**config.mk**
```make
export PLATFORM = sky130hd
export DESIGN_NAME = uart_rx_8n1_flat
export DESIGN_NICKNAME = d
export VERILOG_FILES = /design/src/rtl/uart_rx_8n1_pkg.sv /design/src/rtl/uart_rx_8n1_if.sv /design/src/rtl/uart_rx_sync.sv /design/src/rtl/uart_rx_8n1.sv /design/src/flat_wrapper.sv
export SDC_FILE = /design/constraint.sdc
export NUM_CORES = 1
export LEC_CHECK = 0
export CAP_MARGIN = 20
export CORE_MARGIN = 3
export CORE_UTILIZATION = 40
export DETAILED_ROUTE_END_ITERATION = 8
export PLACE_DENSITY_LB_ADDON = 0.1
export RECOVER_POWER = 100
export SLEW_MARGIN = 20
export SYNTH_ARGS = -nofsm -noshare
export SYNTH_HDL_FRONTEND = slang
export SYNTH_SLANG_ARGS = --single-unit
```
**constraint.sdc**
```tcl
create_clock -name clk -period 2.78 [get_ports clk]
set_input_delay 0.417 -clock clk [delete_from_list [all_inputs] [get_ports clk]]
set_output_delay 0.417 -clock clk [all_outputs]
set_load 0.05 [all_outputs]
```
**src/rtl/uart_rx_8n1_pkg.sv**
```systemverilog
// Shared UART definitions: default bit period and receiver state encoding.
// Also imported by the transmitter so both ends agree on the 9600-baud constant.
package uart_rx_8n1_pkg;

    localparam int CLKS_PER_BIT_9600 = 1250;
    localparam int SYNC_DEPTH        = 2;

    typedef enum logic [2:0] {
        ST_IDLE      = 3'd0,
        ST_START     = 3'd1,
        ST_DATA      = 3'd2,
        ST_STOP      = 3'd3,
        ST_WAIT_IDLE = 3'd4
    } rx_state_t;

endpackage

```
**src/rtl/uart_rx_8n1_if.sv**
```systemverilog
// Consumer-side bus of the 8N1 receiver: one-entry byte holding register with level valid and ack.
// master = receiver, slave = consumer.
interface uart_rx_8n1_if;

    logic [7:0] rxbyte;
    logic       rxvalid;
    logic       rxack;
    logic       framing_err;
    logic       overrun;
    logic       busy;

    modport master (
        output rxbyte, rxvalid, framing_err, overrun, busy,
        input  rxack
    );

    modport slave (
        input  rxbyte, rxvalid, framing_err, overrun, busy,
        output rxack
    );

endinterface

```
**src/rtl/uart_rx_sync.sv**
```systemverilog
// Multi-flop synchronizer for the asynchronous RX line; latency DEPTH clocks.
// No backpressure; resets to RESET_VAL so an idle-high line shows no edge.
module uart_rx_sync #(
    parameter int   DEPTH     = 2,
    parameter logic RESET_VAL = 1'b1
) (
    input  logic clk,
    input  logic rst,
    input  logic din,
    output logic dout
);

    logic [DEPTH-1:0] sr;

    always_ff @(posedge clk or posedge rst) begin
        if (rst) begin
            sr <= {DEPTH{RESET_VAL}};
        end else begin
            sr <= {sr[DEPTH-2:0], din};
        end
    end

    assign dout = sr[DEPTH-1];

endmodule

```
**src/rtl/uart_rx_8n1.sv**
```systemverilog
// 8N1 receiver with one-entry holding register; rxvalid rises ~9.5 bit periods after the start edge.
// RX cannot be stalled: a byte completing while rxvalid=1 and rxack=0 is dropped and sets overrun.
module uart_rx_8n1
    import uart_rx_8n1_pkg::*;
#(
    parameter int CLKS_PER_BIT = CLKS_PER_BIT_9600
) (
    input  logic          clk,
    input  logic          rst,
    input  logic          RX,
    uart_rx_8n1_if.master bus
);

    localparam int            CW        = $clog2(CLKS_PER_BIT);
    localparam logic [CW-1:0] BIT_LAST  = CW'(CLKS_PER_BIT - 1);
    localparam logic [CW-1:0] HALF_LAST = CW'(CLKS_PER_BIT / 2 - 1);

    rx_state_t             state;
    rx_state_t             state_nxt;
    logic                  rx_s;
    logic                  rx_d;
    logic [SYNC_DEPTH-1:0] warm;
    logic [CW-1:0]         cnt;
    logic [2:0]            bit_cnt;
    logic [7:0]            shreg;
    logic                  tick;
    logic                  fall;
    logic                  cnt_run;
    logic                  shift_en;
    logic                  accept;
    logic                  ferr;
    logic [7:0]            rxbyte_q;
    logic                  rxvalid_q;
    logic                  ferr_q;
    logic                  overrun_q;
    logic                  busy_q;

    uart_rx_sync #(
        .DEPTH     (SYNC_DEPTH),
        .RESET_VAL (1'b1)
    ) u_sync (
        .clk  (clk),
        .rst  (rst),
        .din  (RX),
        .dout (rx_s)
    );

    // rx_d stays low until the synchronizer has flushed its reset value, so a line
    // that is already low when reset releases never looks like a start edge.
    always_ff @(posedge clk or posedge rst) begin
        if (rst) begin
            warm <= '0;
            rx_d <= 1'b0;
        end else begin
            warm <= {warm[SYNC_DEPTH-2:0], 1'b1};
            rx_d <= warm[SYNC_DEPTH-1] & rx_s;
        end
    end

    assign fall = rx_d & ~rx_s;
    assign tick = (state == ST_START) ? (cnt == HALF_LAST) : (cnt == BIT_LAST);

    always_ff @(posedge clk or posedge rst) begin
        if (rst) begin
            state <= ST_IDLE;
        end else begin
            state <= state_nxt;
        end
    end

    always_comb begin
        state_nxt = state;
        case (state)
            ST_IDLE:      if (fall) state_nxt = ST_START;
            ST_START:     if (tick) state_nxt = rx_s ? ST_IDLE : ST_DATA;
            ST_DATA:      if (tick && (bit_cnt == 3'd7)) state_nxt = ST_STOP;
            ST_STOP:      if (tick) state_nxt = rx_s ? ST_IDLE : ST_WAIT_IDLE;
            ST_WAIT_IDLE: if (rx_s) state_nxt = ST_IDLE;
            default:      state_nxt = ST_IDLE;
        endcase
    end

    always_comb begin
        cnt_run  = 1'b0;
        shift_en = 1'b0;
        accept   = 1'b0;
        ferr     = 1'b0;
        case (state)
            ST_START: cnt_run = 1'b1;
            ST_DATA: begin
                cnt_run  = 1'b1;
                shift_en = tick;
            end
            ST_STOP: begin
                cnt_run = 1'b1;
                accept  = tick & rx_s;
                ferr    = tick & ~rx_s;
            end
            default: ;
        endcase
    end

    always_ff @(posedge clk or posedge rst) begin
        if (rst) begin
            cnt     <= '0;
            bit_cnt <= '0;
            shreg   <= '0;
        end else begin
            if (!cnt_run || tick) cnt <= '0;
            else                  cnt <= cnt + 1'b1;
            if (state == ST_IDLE) bit_cnt <= '0;
            else if (shift_en)    bit_cnt <= bit_cnt + 3'd1;
            if (shift_en) shreg <= {rx_s, shreg[7:1]};
        end
    end

    // An ack in the accept cycle frees the slot, so the new byte loads without overrun.
    always_ff @(posedge clk or posedge rst) begin
        if (rst) begin
            rxbyte_q  <= 8'h00;
            rxvalid_q <= 1'b0;
            ferr_q    <= 1'b0;
            overrun_q <= 1'b0;
            busy_q    <= 1'b0;
        end else begin
            ferr_q <= ferr;
            busy_q <= (state_nxt != ST_IDLE);
            if (accept && (!rxvalid_q || bus.rxack)) begin
                rxbyte_q  <= shreg;
                rxvalid_q <= 1'b1;
            end else if (rxvalid_q && bus.rxack) begin
                rxvalid_q <= 1'b0;
            end
            if (accept && rxvalid_q && !bus.rxack) overrun_q <= 1'b1;
            else if (rxvalid_q && bus.rxack)       overrun_q <= 1'b0;
        end
    end

    assign bus.rxbyte      = rxbyte_q;
    assign bus.rxvalid     = rxvalid_q;
    assign bus.framing_err = ferr_q;
    assign bus.overrun     = overrun_q;
    assign bus.busy        = busy_q;

endmodule
```
**src/flat_wrapper.sv**
```systemverilog
// flat-port wrapper written by rule: the top's interface ports become plain ports
module uart_rx_8n1_flat import uart_rx_8n1_pkg::*;
#(
    parameter int CLKS_PER_BIT = CLKS_PER_BIT_9600
)
  (clk, rst, RX, bus_rxbyte, bus_rxvalid, bus_framing_err, bus_overrun, bus_busy, bus_rxack);
  uart_rx_8n1_if bus_i ();
  input  logic clk;
  input  logic rst;
  input  logic RX;
  output wire logic [$bits(bus_i.rxbyte)-1:0] bus_rxbyte;
  output wire logic [$bits(bus_i.rxvalid)-1:0] bus_rxvalid;
  output wire logic [$bits(bus_i.framing_err)-1:0] bus_framing_err;
  output wire logic [$bits(bus_i.overrun)-1:0] bus_overrun;
  output wire logic [$bits(bus_i.busy)-1:0] bus_busy;
  input wire logic [$bits(bus_i.rxack)-1:0] bus_rxack;
  assign bus_rxbyte = bus_i.rxbyte;
  assign bus_rxvalid = bus_i.rxvalid;
  assign bus_framing_err = bus_i.framing_err;
  assign bus_overrun = bus_i.overrun;
  assign bus_busy = bus_i.busy;
  assign bus_i.rxack = bus_rxack;
  uart_rx_8n1 #(.CLKS_PER_BIT(CLKS_PER_BIT)) u_core (.clk(clk), .rst(rst), .RX(RX), .bus(bus_i));
endmodule
```
======== Word-level counts from Yosys, hierarchy flattened ========
Cells that the tools add are included.
cells by class
  reductions and logical operators ........ 16
  bitwise logic cells ..................... 5
  multiplexer cells ....................... 19
  $add $sub $neg .......................... 2
  equal/unequal tests ..................... 7
operator list
  operator               count
  $mux 3                 8
  $pmux 3 s5             1
  $add 11x1->11 const B  1
  $eq 11x10->1 const B   1
  $eq 11x11->1 const B   1
  $mux 11                1
  $mux 1                 8
  $eq 3x2->1 const B     2
  $eq 3x3->1 const B     2
  $reduce_bool 2->1      3
  $logic_and 1x1->1      5
  $and 1x1->1            4
  $add 3x1->3 const B    1
  $eq 3x1->1 const B     1
  $logic_not 1->1        3
  $logic_not 3->1        1
  $reduce_bool 3->1      1
  $reduce_or 3->1        1
  $logic_or 1x1->1       2
  $mux 2                 1
  $not 1->1              1
word-level totals
  register bits ........................... 42
  output and inout port bits .............. 12
  bits of input ports ..................... 4

======== Longest topological paths before layout ========
  word-level depth ........................ 7
  mapped depth ............................ 7

======== Cells and area by module ========
Synthesis repeated with hierarchy kept, for this count alone.
unflattened totals
  cell total of the unflattened synthesis .. 159
  area, all modules ....................... 1868.0 um^2
modules (own cells, without submodules)
  module        seq. area each (um^2)  times used  cells each  area each (um^2)
  uart_rx_8n1   1001.0                 1           156         1811.7
  uart_rx_sync  52.6                   1           3           56.3

======== Worst setup path after synthesis ========
OpenSTA, ideal clock, no wires.
  path type ............................... register to register
  start point ............................. register u_core.cnt[2]
  end point ............................... register u_core.rxbyte_q[0], in the netlist u_core.bus.rxbyte[0]
  stages on the path, launching flop included .. 7
  arrival ................................. 2382 ps
  path slack .............................. 274 ps
  buffers on the path ..................... 2
  data required time ...................... 2655 ps
  library setup time ...................... 125 ps
  cell sequence ........................... dfrtp_1 > buf_6 > or4_4 > or4_1 > buf_2 > a211oi_4 > mux2_2
between the ends
  word-level cells in the longest chain between the ends .. 5
  elaborated cells between the ends (all ways) .. 6
ends and longest elaborated chain
  item                                          RTL line            RTL
  start: declaration                            uart_rx_8n1.sv:23   logic [CW-1:0] cnt;
  start signal: assignment                      uart_rx_8n1.sv:110  else cnt <= cnt + 1'b1;
  $eq 11x11->1 or $eq 11x10->1 (tied branches)  uart_rx_8n1.sv:61   assign tick = (state == ST_START) ? (cnt == HALF_LAST) : (cnt == BIT_LAST);
  $mux 1 (*)                                    uart_rx_8n1.sv:61
  $and 1x1->1 (*)                               uart_rx_8n1.sv:96   accept = tick & rx_s;
  $mux 1 (*)                                    uart_rx_8n1.sv:88   case (state)
  $logic_and 1x1->1 (*)                         uart_rx_8n1.sv:128  if (accept && (!rxvalid_q || bus.rxack)) begin
  end signal: assignment                        uart_rx_8n1.sv:129  rxbyte_q <= shreg;
  end: declaration                              uart_rx_8n1.sv:32   logic [7:0] rxbyte_q;
Mark *: on every way between the ends. The rest lies on a longest branch, timed or not.
A chain may end at the register's enable or synchronous reset.

======== Worst setup path after layout ========
  start point ............................. register u_core.cnt[2]
  end point ............................... register u_core.rxbyte_q[6], in the netlist u_core.bus.rxbyte[6]
The elaborated chain is that of the path after synthesis.

==> reports/metrics.yaml <==
yosys.area_share.simple_pct: 15.4
hp-class: "reg2reg"
cts_tree: "done"
postCtsResizedCells: 0
viasPerCell: 5.18
portBuffers: 15
dieArea_sq_um: 5380
synth_top_family_by_area: "simple AND/OR/NAND/NOR gates"
postCtsSetupBuffers: 0
syn_nets: 158
crit_fanout: 8
grt_usage_pct: 13.2
max-cap-violations: 0
die_w_um: 73.3
setup_tns_ns: 0
ys_types: 37
end_kind: "register"
cts_root_buffer: "clkbuf_8"
crit_path_start_kind: "register"
slew_headroom_pct: 32.9
hold_ws_ns: 0.353
gp_routability_congestion: 0.899
worstSkewPairLatency_ns: 0.29
status: "complete, no violations"
max_slew.worst_pin.slew_ns: 1.01
grt_pass1_wl_um: 5440
dr_total_vias: 1149
hpwl_um: 2110
final_nets: 178
setup-violations-final: 0
ctsLongestPathBuffers: 2
peakVddDrop_v: 0.000318
ys_top_cells_by_area: "dfrtp_1, mux2_2, nor2_1, xnor2_1, dfstp_2"
yosys_warnings: 0
core_sq_um: 4170
die_h_um: 73.3
reg2reg_from: "u_core.cnt[2]"
diodes: 0
required_ns: 2.95
io_pins: 16
syn_inst: 151
worst_clock_skew_ns: 0.00678
grt-ovfl-total: 0
synth.area.mux_share_pct: 11.1
clkTransAtPathRegs_ns: 0.07
synth_top_area_share_pct: 55.2
htreeDepth: 2
hp-start: "u_core.warm[0]"
clkSinkCount: 42
yosys.area_share.xor_xnor_pct: 4.34
antenna_found_initial: 0
routed_wl_um: 2970
syn_area_sq_um: 1810
grt_pass1_vias: 1211
syn_avg_cell_area_sq_um: 12.0
p_leak_nw: 0.998
synthAdderAreaFrac_pct: 2.07
rows: 23
critPathArrivalTime_ns: 2.82
ant_nets: 0
layout-drive-gt1-share_pct: 15.7
drt_iter0_markers: 67
seq_area_frac_synth_pct: 58.1
ys_seq_elements: 42
rsz0062_at_grt: "false"
synth_top_area_cell: "dfrtp_1"
wl_per_cell_um: 13.4
fmax_ghz: 0.378
min_period_ns: 2.65
startpoint: "u_core.cnt[2]"
hold_violations: 0
numCtsBuffers: 5
syn2layout_area_growth_pct: 16.6
crit_type: "reg2reg"
synth_compound_area_share_pct: 6.21
layout_worst_path_cycle_share_pct: 95.2
drc_errors: 0
initial_core_util_pct: 43.5
p_per_area_nw_per_um2: 636
firstDrtPassIters: 4
grt_max_degree: 43
fillers: 350
drv_slew: 0
cts_hold_buf: 0
## worst paths after layout
check,slack [ns],end,depth (start not counted)
worst min register to register,0.35,u_core.warm[1],0
worst min-delay path,0.35,u_core.warm[1],0
max in group asynchronous,1.28,u_core.cnt[8],3
min in group asynchronous,0.88,u_core.bus.rxbyte[5],3
worst max-delay path,0.13,u_core.bus.rxbyte[6],4
worst max register to register,0.13,u_core.bus.rxbyte[6],4
## registers in the layout, indices dropped and copies added, names as in the netlist
| signal | flops |
|---|---|
| u_core.cnt | 11 |
| u_core.bus.rxbyte | 8 |
| u_core.shreg | 8 |
| u_core.bit_cnt | 3 |
| u_core.state | 3 |
| u_core.u_sync.sr | 2 |
| u_core.warm | 2 |
| u_core.bus.busy | 1 |
| u_core.bus.framing_err | 1 |
| u_core.bus.overrun | 1 |
| u_core.bus.rxvalid | 1 |
| u_core.rx_d | 1 |
## critical path, cell delays in order, from the launching register on
cell and delay, ns:
dfrtp_1 0.45, or4_1 0.56, or4_1 0.63, a211oi_4 0.50
mux2_2 0.40
## report_power, final
group / internal [mW] / total [mW] / switching (mW)
clock network: 0.269 / 0.459 / 0.191
registers: 0.664 / 0.737 / 0.0732
logic: 0.0697 / 0.149 / 0.0792
total: 1.00 / 1.34 / 0.343
## metrics by stage
stage | setup WS (ns) | power (mW) | util [%] | cell area, sq um | instances
final | 0.135 | 1.34 | 50.7 | 2110 | 222
after global routing | 0.0433 | 1.43 | 50.7 | 2110 | 222
after CTS | 0.145 | 1.37 | 50.9 | 2120 | 222
after detailed placement | 0.174 | 0.904 | 48.4 | 2020 | 214
after global placement | 0.213 | 0.892 | 48.4 | 2020 | 214
after floorplan | 0.274 | 0.875 | - | 1810 | 151
## placed cells by master (no fill, tap or decap), types with 2 or more instances in the layout
master,Yosys,routed
nand2_1,7,7
nor4_1,3,3
dfrtp_1,40,40
mux2_2,17,17
clkbuf_8,0,5
xor2_1,2,2
nor2_1,21,21
nand4_1,2,2
nor3_1,2,2
a22o_1,3,3
ha_1,3,3
a21oi_1,5,5
dlygate4sd3_1,0,14
or3_1,2,2
xnor2_1,7,7
nand3_1,5,5
clkbuf_1,2,3
or4_1,1,2
inv_1,6,6
o211ai_1,2,2
## per-layer routing
metal  GRT usage [%]  wire length (um)  share of wire, %  vias to the layer above
li1                -                 -                 -                      566
met1            16.7              1410                47                      561
met2            20.9              1420                48                       20
met3            4.51               121               4.1                        2
met4            4.83                23              0.77                        0
met5               0                 0                 0                        -
## synthesized netlist by cell type, drive strengths merged
cell	number
buf	2
mux2	17
nor3b	1
nor3	2
o31ai	1
conb	1
dfrtp	40
xnor2	7
a211oi	1
or4bb	1
nand2b	1
dfstp	2
nor4	3
clkbuf	2
nand3	5
a32o	1
or4	2
nor2	21
or3	2
nand2	7
nor4bb	1
a22o	3
and4	1
or2	1
o211ai	2
ha	3
xor2	2
inv	6
nor2b	1
a21oi	5
a311oi	1
and2	2
and3b	1
nand4	2
mux2i	1
## cell type report
| class | count | area (sq um) | share of cell area (%) |
|---|---|---|---|
| multi-input cells | 99 | 711 | 33.6 |
| well taps | 50 | 62.6 | 2.96 |
| repair buffers | 17 | 159 | 7.51 |
| clock inverters | 1 | 30.0 | 1.42 |
| flip-flops and latches | 42 | 1050 | 49.8 |
| inverters | 6 | 22.5 | 1.07 |
| clock buffers | 7 | 76.3 | 3.61 |
## cell families (layout without fill, tap and decap cells)
family / Yosys count / after routing
compound gates: 14 / 14
xor+xnor: 9 / 9
fa+ha+maj: 3 / 3
buf+inv: 10 / 31
flops: 42 / 42
mux: 18 / 18
other cells: 1 / 1
simple gates: 54 / 54
(Power assumes the default switching activity.)
